File: config.mk
export PLATFORM = sky130hd
export DESIGN_NAME = elastic_alu_out_stage
export DESIGN_NICKNAME = d
export VERILOG_FILES = /design/src/rtl/elastic_alu_out_stage_pkg.sv /design/src/rtl/elastic_fifo.sv /design/src/rtl/elastic_alu_out_stage.sv
export SDC_FILE = /design/constraint.sdc
export NUM_CORES = 2
export LEC_CHECK = 0
export CAP_MARGIN = 0
export CORE_MARGIN = 1
export CORE_UTILIZATION = 50
export DETAILED_ROUTE_END_ITERATION = 6
export PLACE_DENSITY_LB_ADDON = 0.15
export SLEW_MARGIN = 15
export SYNTH_ARGS = -nofsm -noshare
export SYNTH_HDL_FRONTEND = slang
export SYNTH_SLANG_ARGS = --single-unit
File: constraint.sdc
create_clock -name clk -period 2.75 [get_ports clk]
set_clock_uncertainty 0.1 [all_clocks]
set_input_delay 0.55 -clock clk [delete_from_list [all_inputs] [get_ports clk]]
set_output_delay 0.55 -clock clk [all_outputs]
set_load 0.03 [all_outputs]
File: src/rtl/elastic_alu_out_stage_pkg.sv
// elastic_alu_out_stage_pkg
// Shared definitions for the elastic PE output stage:
//   - default parameter constants
//   - opcode enumeration and a result-producing predicate
//   - elastic wire bundle (data / valid / stop) at the default data width
// Optional feature macro used by the files importing this package: ELASTIC_DEBUG_EN
package elastic_alu_out_stage_pkg;

    localparam int DEF_DATA_WIDTH           = 32;
    localparam int DEF_ADDRESS_WIDTH        = 32;
    localparam int DEF_OPERATION_BIT_LENGTH = 4;
    localparam int DEF_NEIGHBOR_PE_NUM      = 4;
    localparam int DEF_BUFFER_SIZE_BITS     = 2;

    typedef enum logic [3:0] {
        OP_NOP   = 4'd0,
        OP_ADD   = 4'd1,
        OP_SUB   = 4'd2,
        OP_MUL   = 4'd3,
        OP_CONST = 4'd4,
        OP_LOAD  = 4'd5,
        OP_STORE = 4'd6,
        OP_ROUTE = 4'd7
    } opcode_e;

    typedef struct packed {
        logic [DEF_DATA_WIDTH-1:0] data;
        logic                      valid;
        logic                      stop;
    } elastic_wire_t;

    // STORE and NOP consume operands but never emit a token.
    function automatic logic op_has_result(input opcode_e o);
        return (o != OP_NOP) && (o != OP_STORE);
    endfunction

endpackage

File: src/rtl/elastic_fifo.sv
// elastic_fifo
// Elastic buffer of depth 2**ADDR_BITS between the ALU register and the fork.
// Ports:
//   clk, reset_n        clock, asynchronous active-low reset
//   push, push_data     write one entry (ignored when full)
//   pop                 retire head entry (ignored when empty)
//   head_data           current head entry
//   full, empty         status flags
//   occupancy           entry count, present only with ELASTIC_DEBUG_EN
module elastic_fifo #(
    parameter int DATA_WIDTH = 32,
    parameter int ADDR_BITS  = 2
) (
    input  logic                  clk,
    input  logic                  reset_n,
    input  logic                  push,
    input  logic [DATA_WIDTH-1:0] push_data,
    input  logic                  pop,
    output logic [DATA_WIDTH-1:0] head_data,
    output logic                  full,
    output logic                  empty
`ifdef ELASTIC_DEBUG_EN
    ,
    output logic [ADDR_BITS:0]    occupancy
`endif
);
    localparam int DEPTH = 2 ** ADDR_BITS;

    // One extra pointer bit separates full from empty when the indices match.
    logic [ADDR_BITS:0]  wr_ptr_q, wr_ptr_d;
    logic [ADDR_BITS:0]  rd_ptr_q, rd_ptr_d;
    logic [DATA_WIDTH-1:0] mem_q [DEPTH];
    logic                do_push, do_pop;

    always_comb begin
        full     = (wr_ptr_q[ADDR_BITS] != rd_ptr_q[ADDR_BITS]) &&
                   (wr_ptr_q[ADDR_BITS-1:0] == rd_ptr_q[ADDR_BITS-1:0]);
        empty    = (wr_ptr_q == rd_ptr_q);
        // Full blocks a push even when a pop happens in the same cycle.
        do_push  = push & ~full;
        do_pop   = pop & ~empty;
        wr_ptr_d = do_push ? wr_ptr_q + 1'b1 : wr_ptr_q;
        rd_ptr_d = do_pop  ? rd_ptr_q + 1'b1 : rd_ptr_q;
        head_data = mem_q[rd_ptr_q[ADDR_BITS-1:0]];
    end

`ifdef ELASTIC_DEBUG_EN
    assign occupancy = wr_ptr_q - rd_ptr_q;
`endif

    always_ff @(posedge clk or negedge reset_n) begin
        if (!reset_n) begin
            wr_ptr_q <= '0;
            rd_ptr_q <= '0;
        end else begin
            wr_ptr_q <= wr_ptr_d;
            rd_ptr_q <= rd_ptr_d;
        end
    end

    for (genvar gi = 0; gi < DEPTH; gi++) begin : g_entry
        always_ff @(posedge clk or negedge reset_n) begin
            if (!reset_n) begin
                mem_q[gi] <= '0;
            end else if (do_push && (wr_ptr_q[ADDR_BITS-1:0] == ADDR_BITS'(gi))) begin
                mem_q[gi] <= push_data;
            end
        end
    end

endmodule

File: src/rtl/elastic_alu_out_stage.sv
// elastic_alu_out_stage
// Output stage of an elastic CGRA PE: one-deep ALU register, elastic FIFO and
// an eager fork broadcasting each result once to every enabled neighbour.
// Ports:
//   clk, reset_n                      clock, asynchronous active-low reset
//   input_data_1/2, valid_input       joined operand pair
//   stop_input                        back-pressure to the join
//   op, const_data                    current context opcode / constant
//   switch_context                    one-cycle pulse after each firing
//   memory_read_address/data          combinational load port
//   memory_write_address/data/write   registered store port
//   available_output                  fork enable mask
//   pe_output_data, valid_output, stop_output   fork outputs
//   DEBUG_data_size                   FIFO occupancy, only with ELASTIC_DEBUG_EN
module elastic_alu_out_stage
    import elastic_alu_out_stage_pkg::*;
#(
    parameter int DATA_WIDTH                     = DEF_DATA_WIDTH,
    parameter int ADDRESS_WIDTH                  = DEF_ADDRESS_WIDTH,
    parameter int OPERATION_BIT_LENGTH           = DEF_OPERATION_BIT_LENGTH,
    parameter int NEIGHBOR_PE_NUM                = DEF_NEIGHBOR_PE_NUM,
    parameter int ELASTIC_BUFFER_SIZE_BIT_LENGTH = DEF_BUFFER_SIZE_BITS
) (
    input  logic                                        clk,
    input  logic                                        reset_n,
    input  logic [DATA_WIDTH-1:0]                       input_data_1,
    input  logic [DATA_WIDTH-1:0]                       input_data_2,
    input  logic                                        valid_input,
    output logic                                        stop_input,
    input  logic [OPERATION_BIT_LENGTH-1:0]             op,
    input  logic [DATA_WIDTH-1:0]                       const_data,
    output logic                                        switch_context,
    output logic [ADDRESS_WIDTH-1:0]                    memory_read_address,
    input  logic [DATA_WIDTH-1:0]                       memory_read_data,
    output logic [ADDRESS_WIDTH-1:0]                    memory_write_address,
    output logic [DATA_WIDTH-1:0]                       memory_write_data,
    output logic                                        memory_write,
    input  logic [NEIGHBOR_PE_NUM-1:0]                  available_output,
    output logic [NEIGHBOR_PE_NUM-1:0][DATA_WIDTH-1:0]  pe_output_data,
    output logic [NEIGHBOR_PE_NUM-1:0]                  valid_output,
    input  logic [NEIGHBOR_PE_NUM-1:0]                  stop_output
`ifdef ELASTIC_DEBUG_EN
    ,
    output logic [ELASTIC_BUFFER_SIZE_BIT_LENGTH:0]     DEBUG_data_size
`endif
);
    // ALU register and registered side outputs
    logic                     alu_valid_q, alu_valid_d;
    logic [DATA_WIDTH-1:0]    alu_data_q, alu_data_d;
    logic                     switch_context_q, switch_context_d;
    logic                     mem_we_q, mem_we_d;
    logic [ADDRESS_WIDTH-1:0] mem_waddr_q, mem_waddr_d;
    logic [DATA_WIDTH-1:0]    mem_wdata_q, mem_wdata_d;
    logic [NEIGHBOR_PE_NUM-1:0] done_q, done_d;

    opcode_e               op_dec;
    logic                  fire;
    logic [DATA_WIDTH-1:0] alu_result;
    logic                  fifo_push, fifo_pop, fifo_full, fifo_empty, fifo_valid;
    logic [DATA_WIDTH-1:0] fifo_head;
    logic [NEIGHBOR_PE_NUM-1:0] out_ok;

    always_comb begin
        // Opcodes beyond ROUTE decode to NOP.
        op_dec = (op > OPERATION_BIT_LENGTH'(OP_ROUTE)) ? OP_NOP
                                                        : opcode_e'({1'b0, op[2:0]});

        fifo_push = alu_valid_q & ~fifo_full;
        // During NOP incoming tokens are simply dropped, so never stall the join.
        stop_input = alu_valid_q & fifo_full & (op_dec != OP_NOP);
        // CONST fires on its own; any token present in that cycle is consumed too.
        fire = (valid_input | (op_dec == OP_CONST)) & (op_dec != OP_NOP) &
               ~(alu_valid_q & fifo_full);

        alu_result = '0;
        case (op_dec)
            OP_ADD:   alu_result = input_data_1 + input_data_2;
            OP_SUB:   alu_result = input_data_1 - input_data_2;
            OP_MUL:   alu_result = input_data_1 * input_data_2;
            OP_CONST: alu_result = const_data;
            OP_LOAD:  alu_result = memory_read_data;
            OP_ROUTE: alu_result = input_data_1;
            default:  alu_result = '0;
        endcase

        alu_valid_d = alu_valid_q;
        alu_data_d  = alu_data_q;
        if (fifo_push) begin
            alu_valid_d = 1'b0;
        end
        if (fire && op_has_result(op_dec)) begin
            alu_valid_d = 1'b1;
            alu_data_d  = alu_result;
        end

        switch_context_d = fire;
        mem_we_d    = fire & (op_dec == OP_STORE);
        mem_waddr_d = mem_we_d ? ADDRESS_WIDTH'(input_data_1) : mem_waddr_q;
        mem_wdata_d = mem_we_d ? input_data_2 : mem_wdata_q;
    end

    assign memory_read_address  = valid_input ? ADDRESS_WIDTH'(input_data_1) : '0;
    assign memory_write_address = mem_waddr_q;
    assign memory_write_data    = mem_wdata_q;
    assign memory_write         = mem_we_q;
    assign switch_context       = switch_context_q;

    elastic_fifo #(
        .DATA_WIDTH (DATA_WIDTH),
        .ADDR_BITS  (ELASTIC_BUFFER_SIZE_BIT_LENGTH)
    ) u_fifo (
        .clk       (clk),
        .reset_n   (reset_n),
        .push      (fifo_push),
        .push_data (alu_data_q),
        .pop       (fifo_pop),
        .head_data (fifo_head),
        .full      (fifo_full),
        .empty     (fifo_empty)
`ifdef ELASTIC_DEBUG_EN
        ,
        .occupancy (DEBUG_data_size)
`endif
    );

    assign fifo_valid = ~fifo_empty;

    // Eager fork: each output is offered the head until it takes it once;
    // masked-off outputs never hold up the pop.
    for (genvar gi = 0; gi < NEIGHBOR_PE_NUM; gi++) begin : g_fork
        assign valid_output[gi]   = fifo_valid & available_output[gi] & ~done_q[gi];
        assign out_ok[gi]         = done_q[gi] | ~available_output[gi] |
                                    (valid_output[gi] & ~stop_output[gi]);
        assign pe_output_data[gi] = fifo_head;
    end

    assign fifo_pop = fifo_valid & (&out_ok);

    always_comb begin
        done_d = fifo_pop ? '0 : (done_q | (valid_output & ~stop_output));
    end

    always_ff @(posedge clk or negedge reset_n) begin
        if (!reset_n) begin
            alu_valid_q      <= 1'b0;
            alu_data_q       <= '0;
            switch_context_q <= 1'b0;
            mem_we_q         <= 1'b0;
            mem_waddr_q      <= '0;
            mem_wdata_q      <= '0;
            done_q           <= '0;
        end else begin
            alu_valid_q      <= alu_valid_d;
            alu_data_q       <= alu_data_d;
            switch_context_q <= switch_context_d;
            mem_we_q         <= mem_we_d;
            mem_waddr_q      <= mem_waddr_d;
            mem_wdata_q      <= mem_wdata_d;
            done_q           <= done_d;
        end
    end

endmodule

Word-level counts from Yosys, hierarchy flattened:

Index checks and enable logic that the tools add are counted.

* bits in registers: 237
* output and inout port bits: 231
* bits in read-only memories: 0
* RAM bits: 0
* input port bits: 143
* latch bits: 0
* logic and storage cells: 103
* memories kept: 0

* magnitude comparators: 2
* $mul: 1
* eq/ne operators: 14
* shifts and indexed selects: 0
* muxes and demuxes: 9
* add/sub/neg operators: 4
* bitwise gates (word level): 49
* reductions and logical operators: 11
* div/mod/pow operators: 0

Operators with widths (count)
* $pmux 32 s6: 1
* $mux 32: 3
* $bmux 32 s2: 1
* $add 32x32->32: 1
* $mul 32x32->32: 1
* $sub 32x32->32: 1
* $and 1x1->1: 21
* $not 1->1: 15
* $eq 3x3->1 const B: 4
* $or 1x1->1: 9
* $logic_and 1x1->1: 7
* $add 3x1->3 const B: 2
* $eq 3x2->1 const B: 2
* $and 4x4->4: 1
* $eq 2x2->1 const B: 2
* $gt 4x3->1 const B: 1
* $mux 4: 1
* $not 4->4: 1
* $or 4x4->4: 1
* $reduce_and 4->1: 1
* $reduce_bool 4->1: 1
* $eq 3x1->1 const B: 1
* $eq 3x3->1: 1
* $ge 3x3->1 const B: 1
* other kinds (9): 10

Logic depth before layout (Yosys ltp):

* word-level depth: 9
* depth in mapped cells: 27
* depth with buffers taken out: 25

Modules after synthesis:

Synthesis repeated with hierarchy kept, for this count alone.

* cell total of the unflattened synthesis: 3075
* area total of the unflattened synthesis: 29972.5 um^2

By module, submodules not included
* elastic_alu_out_stage: instances 1, seq. area each 2577.5 um^2, cells an instance 2721, area each 23452.5 um^2
* elastic_fifo: instances 1, seq. area each 3353.2 um^2, cells an instance 354, area each 6520.0 um^2

Worst setup path after synthesis:

OpenSTA, ideal clock, no wires.

* path type: input to register
* start point: in input_data_2[8]
* end point: reg alu_data_q[30]
* buffers on the path: 2
* data required time: 2.568 ns
* arrival: 7.117 ns
* setup time: 0.082 ns
* cell stages on the path: 25
* path slack: -4.549 ns
* cell sequence: clkbuf_1 > clkbuf_1 > nand2_1 > fa_1 > inv_1 > fa_1 > fa_1 > inv_1 > fa_1 > inv_1 > fa_1 > inv_1 > fa_1 > inv_1 > fa_1 > fa_1 > ha_1 > a21o_1 > a21o_1 > a2111oi_0 > a21boi_0 > o31ai_1 > a2111oi_0 > a31oi_1 > a31oi_1

* longest elaborated chain between the ends: 2
* elaborated cells between the ends (all ways): 4
* those cells by class: 2 x add/sub; 1 x mul; 1 x mux

Ends and longest elaborated chain
* start, declared: RTL line elastic_alu_out_stage.sv:27 `input logic [DATA_WIDTH-1:0] input_data_2,`
* $mul 32x32->32 (tied with other cells): RTL line elastic_alu_out_stage.sv:79 `OP_MUL: alu_result = input_data_1 * input_data_2;`
* $pmux 32 s6 (*): RTL line elastic_alu_out_stage.sv:76 `case (op_dec)`
* end signal, assigned: RTL line elastic_alu_out_stage.sv:154 `alu_data_q <= alu_data_d;`
* end, declared: RTL line elastic_alu_out_stage.sv:49 `logic [DATA_WIDTH-1:0] alu_data_q, alu_data_d;`

Mark *: on every way between the ends. The rest lies on a longest branch, timed or not.
A chain may end at the register's enable or synchronous reset.

Worst setup path in the final report:

* start point: in input_data_2[5]
* end point: reg alu_data_q[28]

Same word-level chain as after synthesis.

==> qor.yml <==
run_status:
  status: "finished with violations"
  violations: "design-rule violations, negative setup slack"
critical_path:
  cp_max_fo: 5
  worstReg2RegEnd: "memory_write_address[13]"
  rr_startpoint: "u_fifo.rd_ptr_q[0]"
  path_class: "input port to flop"
  reg2reg_slack_ns: 0.10
  start_kind: "input port"
  crit_arrival_ns: 7.07
  cp_data_required_time_ns: 3.13
  endpoint_kind: "flop"
  reg2reg_depth: 9
timing:
  slew_headroom: 0.547
  tns_ns: -90.74
  setup_violations: 67
  min_period_over_period: 2.43
  max_freq_ghz: 0.150
  setup_slack_ns: -3.94
  drv_slew: 0
  layout_min_cycle_time_ns: 6.69
  rsz0062_at_grt: "yes"
  hold_violations: 0
  tightestPinTransition_ns: 0.680
logic_synthesis:
  yosysSeqAreaShare: 0.201
  ys_warn_count: 0
  synth_edf_count: 0
  synthesis.area_um2: 29600
  synth-seq-cells: 237
  async_reset_ff_frac: 1.00
  synth_area_leaders: "fa_1 (28%), dfrtp_1 (20%), mux2_2 (7.4%), and2_1 (7.3%), ha_1 (6.8%)"
  synth_cells: 2979
  ys_types: 74
  synth_ff_type: "dfrtp_1"
  synth.avg_cell_area_um2: 9.92
  synth_nets: 3692
  post-synth-top-area-cell: "fa_1"
  yosysTopAreaCellShare: 0.277
global_routing:
  antenna_found_initial: 7
  grt_pass1_vias: 27200
  grt_overflow: 0
  grt_max_degree: 78
  grt_usage: 0.386
  grt_pass1_wl_mm: 171
cts:
  max-clock-path-buffers: 3
  cts_tree: "yes"
  clk_latency_ns: 0.60
  clockRootBuffer: "clkbuf_16"
  h-tree-depth: 1
  clkSinkCount: 237
  cts-buffers-inserted: 28
  path_clk_slew_ns: 0.07
detailed_routing:
  drc: 2
  drt_pass1_iterations: 7
  dr.first_iter.drc_count: 1977
  via_per_inst: 5.65
  ant_nets: 0
  wl_met1_mm: 44.9
  wl_per_cell_um: 25.8
  routed-wl-met2_mm: 55.1
  routed-via-count: 25500
  routed-wl-met3_mm: 10.7
  wl_mm: 116
  top_layer_used: "met5"
place:
  place_congestion: 1.00
  dp_cells: 4330
  hpwl_mm: 86.3
  post-place-ws_ns: -5.23
  portBuffers: 373
  dpl_cell_area_um2: 37400
cells_and_area:
  final_layout_size_suffix_gt1_frac: 0.376
  layout.cells.non_filler: 4520
  most-common-layout-cells: "buf_4 (550), fa_1 (360), inv_1 (356), and2_1 (294), nand2_1 (279)"
  area_delta_synth_final_pct: 41.1
  finalInstanceArea_um2: 41700
  mostFrequentLayoutCell: "buf_4"
  final_nets: 4448
min_path:
  hold_path_class: "input port to flop"
  min_from: "input_data_1[21]"
  whs_path_depth: 3
  hold_end: "memory_write_address[21]"
die:
  initial_core_util: 0.509
  core_area_um2: 58000
  pin_count: 374
  die-area_um2: 60100
  row_count: 88
  die_w_um: 245
  dieHeight_um: 245
run:
  max-cap-violations: 0
==> critical path: stages <==
cell and delay (ns):
buf_6 0.12, buf_12 0.14, and2_4 0.16, fa_1 0.46, fa_1 0.54, fa_1 0.59
inv_2 0.05, fa_1 0.54, inv_2 0.04, fa_1 0.55, inv_2 0.04, fa_1 0.49
inv_2 0.04, fa_2 0.53, fa_2 0.46, ha_4 0.18, a21o_1 0.16, a21o_1 0.21
a2111oi_4 0.24, a21boi_4 0.30, o31ai_4 0.10, buf_4 0.16, and4b_1 0.18, nor3_2 0.15
a21oi_1 0.08
==> repair_timing <==
action,in CTS,in global routing
pin swaps,134,136
setup endpoints to repair,158,110
gates resized for setup,419,243
hold endpoints to repair,56,0
gates cloned,14,3
hold buffers,1,0
buffers inserted,111,28
==> metrics by stage <==
stage                     hold slack (ns)   util
after global routing                0.250  0.719
after global placement              0.377  0.645
final                               0.233  0.719
after CTS                           0.327  0.702
after floorplan                     0.154      -
after detailed placement            0.385  0.645
==> layout make-up <==
cell class	count	area, µm²
Inverter	395	1480
Clock buffer	33	749
Antenna cell	1	2.50
Multi-Input combinational cell	2076	22400
Sequential cell	237	5930
Clock inverter	16	199
Timing Repair Buffer	997	9940
Fill cell	4231	16300
Tap cell	765	957
==> registers in the layout, summed over array words and instances, names as in the netlist, 3 cells and up <==
| register | flops |
|---|---|
| alu_data_q | 32 |
| done_q | 4 |
| memory_write_address | 32 |
| memory_write_data | 32 |
| u_fifo.mem_q | 128 |
| u_fifo.rd_ptr_q | 3 |
| u_fifo.wr_ptr_q | 3 |
==> routing by layer <==
layer,up-vias,track usage
li1,11000,-
met1,13000,0.495
met2,1257,0.634
met3,285,0.0817
met4,8,0.162
met5,-,0
==> cell families after synthesis <==
logic type,after synthesis,share of synthesized area
and+or+nand+nor,830,0.145
buffers and inverters,666,0.0975
adders and majority gates,570,0.345
AOI/OAI and AO/OA,312,0.0719
DFF,237,0.201
muxes,230,0.0996
xor gates and xnor gates,134,0.0402
==> how the worst max path moves through the flow <==
stage / startpoint / endpoint / slack (ns) / cells after the start
after CTS: input_data_1[22] / alu_data_q[29] / -3.94 / 23
after global routing: input_data_2[5] / alu_data_q[28] / -4.06 / 25
after detailed placement: input_data_2[8] / alu_data_q[30] / -5.23 / 25
after global placement: input_data_2[8] / alu_data_q[30] / -5.08 / 25
after floorplan: input_data_2[7] / alu_data_q[30] / -4.05 / 22
final: input_data_2[5] / alu_data_q[28] / -3.94 / 25
==> cell usage after synthesis, types with 5 or more instances <==
master,count
buf_2,8
a211oi_1,8
mux2_2,193
nand3b_1,6
or2_2,5
nand2_1,289
mux4_2,32
o31ai_1,13
a2111oi_0,6
nor2_1,81
and2_1,343
a221oi_1,5
buf_4,96
o21a_1,15
and3_1,6
a22oi_1,15
nand2b_1,16
or3_1,10
a21o_1,29
a222oi_1,16
dfrtp_1,237
a41oi_1,7
fa_1,409
a22o_1,6
xnor2_1,89
nor2b_1,11
ha_1,161
nand3_1,18
a31oi_1,15
a211o_1,7
clkbuf_1,145
nor3_1,19
a21oi_1,80
inv_1,395
xor2_1,44
mux2i_1,5
a21boi_0,5
buf_1,20
o21ai_0,50
o2111ai_1,6
Power is left out: the tool's default activity adds up to more than one toggle a clock period on the data nets, which glitch-free logic cannot reach.
